[config.mk]
export PLATFORM = sky130hd
export DESIGN_NAME = uart_autobaud
export DESIGN_NICKNAME = d
export VERILOG_FILES = /design/src/rtl/uart_pkg.sv /design/src/rtl/uart_edge_detect.sv /design/src/rtl/uart_autobaud.sv
export SDC_FILE = /design/constraint.sdc
export NUM_CORES = 1
export LEC_CHECK = 0
export BUFFER_PORTS_ARGS = -buffer_cell sky130_fd_sc_hd__buf_4
export CAP_MARGIN = 20
export CORE_MARGIN = 2
export CORE_UTILIZATION = 45
export DETAILED_ROUTE_END_ITERATION = 8
export GPL_TIMING_DRIVEN = 0
export PLACE_DENSITY = 0.61
export SKIP_CTS_REPAIR_TIMING = 1
export SYNTH_ARGS = -nofsm -noshare
export SYNTH_HDL_FRONTEND = slang
export SYNTH_SLANG_ARGS = --single-unit
[constraint.sdc]
create_clock -name i_clk -period 5.25 [get_ports i_clk]
set_input_delay 0.525 -clock i_clk [delete_from_list [all_inputs] [get_ports i_clk]]
set_output_delay 0.525 -clock i_clk [all_outputs]
set_load 0.005 [all_outputs]
[src/rtl/uart_pkg.sv]
// Shared types and widths for the UART baud-rate controller.
package uart_pkg;

  localparam int SyncEdges = 8;
  localparam int DividerW  = 16;
  localparam int TotalW    = 20;

  typedef enum logic [2:0] {
    IDLE,
    ARM,
    MEASURE,
    APPLY,
    ERR
  } autobaud_state_t;

endpackage

[src/rtl/uart_edge_detect.sv]
// Registers the synchronized RX line and flags rising/falling transitions.
module uart_edge_detect
  import uart_pkg::*;
(
  input  logic i_clk,
  input  logic i_rst_n,
  input  logic i_rx,
  output logic o_rise,
  output logic o_fall
);

  logic rx_q;

  // Idle line is high, so a reset value of 1 avoids a false start edge.
  always_ff @(posedge i_clk) begin
    if (!i_rst_n) begin
      rx_q <= 1'b1;
    end else begin
      rx_q <= i_rx;
    end
  end

  assign o_fall = rx_q & ~i_rx;
  assign o_rise = ~rx_q & i_rx;

endmodule

[src/rtl/uart_autobaud.sv]
// Owns the prescaler divider: measures a 0x55 sync character or takes software
// writes, and only changes the divider while the UART datapath is idle.
module uart_autobaud
  import uart_pkg::*;
#(
  parameter int unsigned InitialDivider = 16,
  parameter int unsigned MinDivider     = 4
) (
  input  logic                i_clk,
  input  logic                i_rst_n,
  input  logic                i_rx,
  input  logic                i_start,
  input  logic                i_abort,
  input  logic                i_busy,
  input  logic                i_cfg_we,
  input  logic [DividerW-1:0] i_cfg_scaler,
  output logic [DividerW-1:0] o_scaler,
  output logic                o_active,
  output logic                o_done,
  output logic                o_err
);

  localparam int EdgeW = $clog2(SyncEdges);

  autobaud_state_t     state_reg, state_next;
  logic [DividerW-1:0] seg_cnt_reg, seg_cnt_next;
  logic [TotalW-1:0]   total_reg, total_next;
  logic [EdgeW-1:0]    edge_n_reg, edge_n_next;
  logic [DividerW-1:0] l1_reg, l1_next;
  logic [DividerW-1:0] div_reg, div_next;
  logic [DividerW-1:0] scaler_reg, scaler_next;
  logic                done_reg, done_next;
  logic                err_reg, err_next;
  logic                active_reg, active_next;

  logic                rx_rise, rx_fall, rx_edge;
  logic [DividerW-1:0] tol_lo;
  logic [DividerW:0]   tol_hi;
  logic                in_tol;
  logic [DividerW-1:0] d_calc;

  uart_edge_detect u_edge (
    .i_clk   (i_clk),
    .i_rst_n (i_rst_n),
    .i_rx    (i_rx),
    .o_rise  (rx_rise),
    .o_fall  (rx_fall)
  );

  assign rx_edge = rx_rise | rx_fall;

  // Each segment must lie within [L1/2, 1.5*L1]; the upper bound needs a carry bit.
  assign tol_lo = l1_reg >> 1;
  assign tol_hi = {1'b0, l1_reg} + {2'b00, l1_reg[DividerW-1:1]};
  assign in_tol = (seg_cnt_reg >= tol_lo) && ({1'b0, seg_cnt_reg} <= tol_hi);

  // Eight bit periods summed, rounded to nearest on the divide by 8.
  assign d_calc = DividerW'((total_reg + TotalW'(4)) >> 3);

  always_ff @(posedge i_clk) begin
    if (!i_rst_n) begin
      state_reg   <= IDLE;
      seg_cnt_reg <= '0;
      total_reg   <= '0;
      edge_n_reg  <= '0;
      l1_reg      <= '0;
      div_reg     <= '0;
      scaler_reg  <= DividerW'(InitialDivider);
      done_reg    <= 1'b0;
      err_reg     <= 1'b0;
      active_reg  <= 1'b0;
    end else begin
      state_reg   <= state_next;
      seg_cnt_reg <= seg_cnt_next;
      total_reg   <= total_next;
      edge_n_reg  <= edge_n_next;
      l1_reg      <= l1_next;
      div_reg     <= div_next;
      scaler_reg  <= scaler_next;
      done_reg    <= done_next;
      err_reg     <= err_next;
      active_reg  <= active_next;
    end
  end

  always_comb begin
    state_next   = state_reg;
    seg_cnt_next = seg_cnt_reg;
    total_next   = total_reg;
    edge_n_next  = edge_n_reg;
    l1_next      = l1_reg;
    div_next     = div_reg;
    scaler_next  = scaler_reg;
    done_next    = 1'b0;
    err_next     = 1'b0;

    unique case (state_reg)
      IDLE: begin
        if (i_cfg_we && (i_cfg_scaler != '0)) begin
          scaler_next = i_cfg_scaler;
        end
        if (i_start) begin
          state_next = ARM;
        end
      end

      ARM: begin
        if (i_abort) begin
          state_next = IDLE;
        end else if (rx_fall) begin
          seg_cnt_next = DividerW'(1);
          total_next   = TotalW'(1);
          edge_n_next  = '0;
          state_next   = MEASURE;
        end
      end

      MEASURE: begin
        if (i_abort) begin
          state_next = IDLE;
        end else if (rx_edge) begin
          seg_cnt_next = DividerW'(1);
          total_next   = total_reg + 1'b1;
          edge_n_next  = edge_n_reg + 1'b1;
          if (edge_n_reg == '0) begin
            l1_next = seg_cnt_reg;
          end else if (!in_tol) begin
            state_next = ERR;
            err_next   = 1'b1;
          end else if (edge_n_reg == EdgeW'(SyncEdges - 1)) begin
            if (d_calc < DividerW'(MinDivider)) begin
              state_next = ERR;
              err_next   = 1'b1;
            end else if (i_busy) begin
              div_next   = d_calc;
              state_next = APPLY;
            end else begin
              // Datapath already idle: skip APPLY so the divider lands next cycle.
              div_next    = d_calc;
              scaler_next = d_calc;
              done_next   = 1'b1;
              state_next  = IDLE;
            end
          end
        end else if (seg_cnt_reg == '1) begin
          state_next = ERR;
          err_next   = 1'b1;
        end else begin
          seg_cnt_next = seg_cnt_reg + 1'b1;
          total_next   = total_reg + 1'b1;
        end
      end

      APPLY: begin
        if (i_abort) begin
          state_next = IDLE;
        end else if (!i_busy) begin
          scaler_next = div_reg;
          done_next   = 1'b1;
          state_next  = IDLE;
        end
      end

      ERR: begin
        state_next = IDLE;
      end

      default: begin
        state_next = IDLE;
      end
    endcase

    active_next = (state_next == ARM) || (state_next == MEASURE) || (state_next == APPLY);
  end

  assign o_scaler = scaler_reg;
  assign o_active = active_reg;
  assign o_done   = done_reg;
  assign o_err    = err_reg;

endmodule

[Word-level counts from Yosys, hierarchy flattened]
Index checks and enable logic that the tools add are counted.
Cells by class
  $add $sub $neg: 5
  magnitude comparators: 3
  equality and inequality tests: 21
  multiplexer cells: 57
  bitwise gates (word level): 10
  reduce and logical (&&, ||, !) cells: 15
Operator list (count)
  2-to-1 mux 16 bit: 15
  2-to-1 mux 20 bit: 5
  2-to-1 mux 3 bit: 16
  case mux 16 bit (3 select lines): 1
  case mux 20 bit (2 select lines): 1
  case mux 16 bit (2 select lines): 1
  inequality test 2 bit (second input constant): 12
  adder 20 x 1 -> 20 bit (second input constant): 1
  adder 19 x 3 -> 19 bit (second input constant): 1
  adder 16 x 15 -> 17 bit: 1
  less-or-equal comparator 16 x 17 -> 1 bit: 1
  adder 16 x 1 -> 16 bit (second input constant): 1
  equality test 16 bit (second input constant): 1
  >= comparator 16 x 15 -> 1 bit: 1
  < comparator 16 x 3 -> 1 bit (second input constant): 1
  nonzero test 16 bit: 1
  2-to-1 mux 1 bit: 14
  equality test 3 x 2 -> 1 bit (second input constant): 4
  case mux 3 bit (4 select lines): 1
  AND reduction 11 bit: 1
  AND reduction 5 bit: 2
  NOT 1 bit: 7
  AND reduction 7 bit: 1
  equality test 3 x 1 -> 1 bit (second input constant): 2
  15 further kinds: 19
Storage, ports and cells
  bits in registers: 94
  output and inout bits: 19
  word-level logic and storage cells: 122

[Depth between registers and ports, before layout]
  depth in word-level cells: 12
  mapped depth: 21

[Modules after synthesis]
A second synthesis with hierarchy kept.
Unflattened totals
  cells, all modules: 818
  area total of the unflattened synthesis: 6407.4 um^2
Modules (own cells, without submodules)
  uart_autobaud: times used 1, cells each 814, area an instance 6368.6 um^2, seq. area each 1841.8 um^2
  uart_edge_detect: times used 1, cells each 4, area an instance 38.8 um^2, seq. area each 20.0 um^2

[Worst setup path before layout]
No wires, ideal clock.
  path type: register -> register
  start: register l1_reg[1]
  end: register scaler_reg[14] (netlist: o_scaler[14])
  library setup time: 123 ps
  data arrival time: 4023 ps
  required time: 5127 ps
  setup slack: 1103 ps
  cell stages (with the launch flop): 21
  period minus slack after synthesis: 4147 ps
  cells stage by stage: dfxtp_1 ha_1 fa_1 a21oi_1 nand4b_1 nand2_1 a31oi_1 nor2b_1 o21ai_0 nand2b_1 xnor2_1 ha_1 and4_1 nand4_1 o21ai_1 nor2_1 a211oi_1 nand2_1 o32a_1 buf_6 mux2_1
Between the ends
  word-level cells in the longest chain between the ends: 5
  elaborated cells on any way between the ends: 6
  classes of those cells: add/sub: 1; order compare: 2; eq/ne: 1; reduce/logical: 2
Ends and longest elaborated chain
  start, declared: RTL line uart_autobaud.sv:29  | logic [DividerW-1:0] l1_reg, l1_next;
  start signal, assigned: RTL line uart_autobaud.sv:77  | l1_reg <= l1_next;
  adder 16 x 15 -> 17 bit: RTL line uart_autobaud.sv:54  | assign tol_hi = {1'b0, l1_reg} + {2'b00, l1_reg[DividerW-1:1]};
  less-or-equal comparator 16 x 17 -> 1 bit: RTL line uart_autobaud.sv:55  | assign in_tol = (seg_cnt_reg >= tol_lo) && ({1'b0, seg_cnt_reg} <= tol_hi);
  logical AND 1 bit *: RTL line uart_autobaud.sv:55
  inequality test 2 bit (no source line) *
  AND reduction 11 bit (no source line) *
  end signal, assigned: RTL line uart_autobaud.sv:68  | scaler_reg <= DividerW'(InitialDivider);
  end signal, assigned: RTL line uart_autobaud.sv:79  | scaler_reg <= scaler_next;
  end, declared: RTL line uart_autobaud.sv:31  | logic [DividerW-1:0] scaler_reg, scaler_next;
Every way passes the cells marked *; elsewhere a longest branch is shown, timed or not.
A chain may end at the register's enable or synchronous reset.

[Worst setup path in the final report]
Same ends and word-level chain as after synthesis.

==> summary.txt <==
final hold viol count -> 0
ys flop type -> dfxtp_1
worst reg2reg setup slack -> 380 ps
total global routing overflow -> 0
crit path launch -> l1_reg[1]$_SDFFE_PN0P_
Req. time, crit path -> 5480 ps
Largest register FFs -> 19
clk_skew -> 9.33 ps
Pre-antenna DRT Iters -> 6
Initial Util -> 0.461
die area -> 15200 sq um
CP startpoint kind -> flop
top-count cell post-synth -> nand2_1
Cells after Synth -> 783
Critical R2R Launch -> l1_reg[1]$_SDFFE_PN0P_
Setup crit end kind -> flop
Post-synth EDFFs -> 0
Reg power frac -> 0.472
worst reg2reg endpoint -> o_scaler[14]$_SDFFE_PN0P_
grt peak-use layer -> met2
CP Max Fanout -> 8
Fill cells -> 1340
fin crit share -> 0.927
clk_lat worst skew -> 350 ps
drt drc -> 0
Yosys warnings -> 0
initial antenna violation count -> 0
post-synth top area cell -> dfxtp_1
CP endpoint -> o_scaler[14]$_SDFFE_PN0P_
Top Ports -> 42
Syn Area/Cell -> 8.18 sq um
Cell variety after synth -> 69
Routed WL -> 16300 um
first-pass GRT wire length -> 26800 um
DP Area -> 6940 sq um
top post-synthesis cells by area -> dfxtp_1 (29%), ha_1 (11%), nand2_1 (6.9%)
Mapped Area -> 6400 sq um
Seq/Total Area, Yosys -> 0.291
die extent in x -> 123 um
Pleak -> 3.10 nW
Ant. Diodes -> 0
Int Pwr -> 1.17 mW
Logic pwr share -> 0.086
Clock Tree Buf Depth -> 2
final setup TNS -> 0 ps
flops & latches, synth -> 93
final hold slack -> 385 ps
Port Buf Inserts -> 41
final worst slack -> 382 ps
setup violators final -> 0
pre-CTS setup slack -> 201 ps
Rows -> 43
met3 GRT Util -> 0.0304
switch share -> 0.238
FF+latch area -> 1860 sq um
pins over their slew limit -> 0
Post-synth top cells -> nand2_1 (118), dfxtp_1 (93), a21oi_1 (61), nor2_1 (59), ha_1 (55)
fraction of layout cells with a size suffix above 1 -> 0.135
area share of the largest cell type after synthesis -> 0.291
Worst Hold Depth -> 3
reg2reg path depth -> 20
antenna-violating nets left -> 0
TritonCTS Sinks -> 93
Max Cap Viol -> 0
Slew @ Worst Pin -> 722 ps
final instance area -> 7250 sq um
Tmin final -> 4870 ps
Starting DRT DRC Count -> 314
Worst-path clk slew -> 60 ps
Vias -> 5690
Fmax -> 0.205 GHz
post-synthesis net count -> 862
Synth async-reset ratio -> 0
# nets final -> 914
status -> complete, no violations
vias in the first global route -> 5341
Multi-input gate area -> 4200 sq um
Setup Crit Path Kind -> reg -> reg
Final HPWL DP -> 12700 um
CTS root buf -> clkbuf_16
TritonCTS clock tree -> built
vias per inst -> 5.58
CTS Buf Count -> 9
Core Footprint -> 13900 sq um
GRT Overall Usage -> 0.225
RSZ-0062 raised after global routing -> false
GPL Wtd Cong -> 0.889
die height -> 123 um
Worst VDD drop -> 165 uV
Hold Crit Class -> in -> reg
H-tree levels -> 3
Slew HR -> 0.519
Clock Power Share -> 0.441
WL/cell -> 16.0 um
area grow syn2layout -> 13.2%
grt met1 use -> 0.336
worst path arrival time -> 5100 ps
M2 GR Usage -> 0.339
Psw -> 364 uW
pin count of the biggest net entering global routing -> 15
P per Cell Area -> 211 nW/um^2
worst max-delay path, cell delays in order, from the launching register on:
cell and delay [ps]:
dfxtp_1 370, ha_1 260, fa_1 410, a21oi_1 180, nand4b_1 170, nand2_1 130, a31oi_1 300, nor2b_1 80
o21ai_0 150, nand2b_1 100, xnor2_1 140, ha_1 290, and4_1 240, nand4_1 180, o21ai_1 240, nor2_1 80
a211oi_2 330, nand2_2 200, o32a_1 420, buf_6 160, mux2_1 310
cell type report:
class / instances / area share
repair buffers: 41 / 0.0424
flip-flops and latches: 93 / 0.257
clock buffers: 13 / 0.0359
inverters: 27 / 0.0140
clock inverters: 3 / 0.00604
well taps: 180 / 0.0311
plain buffers: 43 / 0.0345
multi-input cells: 620 / 0.579
power by group through the flow:
stage / Clock [mW] / Combinational, mW / Sequential (mW)
after floorplan: 0 / 0.0750 / 0.740
after CTS: 0.688 / 0.131 / 0.724
final: 0.676 / 0.132 / 0.724
after detailed placement: 0 / 0.131 / 0.740
after global routing: 0.719 / 0.144 / 0.725
after global placement: 0 / 0.129 / 0.740
metrics by stage:
step                      cells  utilization  power [mW]
after floorplan             783            -       0.815
after CTS                  1020        0.522        1.54
final                      1020        0.522        1.53
after global routing       1020        0.522        1.59
after detailed placement   1004        0.500       0.871
after global placement     1004        0.500       0.869
cells in the final DEF (no fill, tap or decap), drive strengths merged, types with 5 or more instances in the layout:
cell / count
buf: 59
and4: 8
and2: 9
clkbuf: 38
nand2: 118
ha: 55
nor4: 7
a2111oi: 5
dfxtp: 93
o31ai: 5
o21ai: 34
mux2i: 30
nand2b: 9
xor2: 34
and3: 13
nor3: 39
nand4: 24
xnor2: 21
nor2: 61
or3: 8
a21o: 6
nand3: 18
inv: 27
a21oi: 61
nor2b: 7
cells by family (layout without fill, tap and decap cells):
family / after synthesis / count (layout) / share of synthesized area
xor gates and xnor gates: 55 / 55 / 0.0787
and+or+nand+nor: 330 / 330 / 0.275
AOI/OAI and AO/OA: 147 / 147 / 0.140
DFF: 93 / 93 / 0.291
buffers and inverters: 70 / 127 / 0.0547
adders and majority gates: 56 / 56 / 0.111
muxes: 32 / 32 / 0.0504
how the worst min path moves through the flow:
stage                                   from                       end  slack, ps
finish                                  i_rx    u_edge.rx_q$_SDFF_PN1_        390
global route                            i_rx    u_edge.rx_q$_SDFF_PN1_        390
CTS                                     i_rx    u_edge.rx_q$_SDFF_PN1_        370
detailed placement  o_scaler[0]$_SDFFE_PN0P_  o_scaler[0]$_SDFFE_PN0P_        460
global placement    o_scaler[7]$_SDFFE_PN0P_  o_scaler[7]$_SDFFE_PN0P_        450
floorplan             l1_reg[0]$_SDFFE_PN0P_    l1_reg[0]$_SDFFE_PN0P_        440
layer usage:
| metal | vias up | part of all wire |
|---|---|---|
| met2 | 156 | 0.42 |
| met3 | 12 | 0.055 |
| met1 | 2653 | 0.51 |
| met5 | - | 0 |
| met4 | 0 | 0.0091 |
| li1 | 2869 | - |
(Power assumes the default switching activity.)
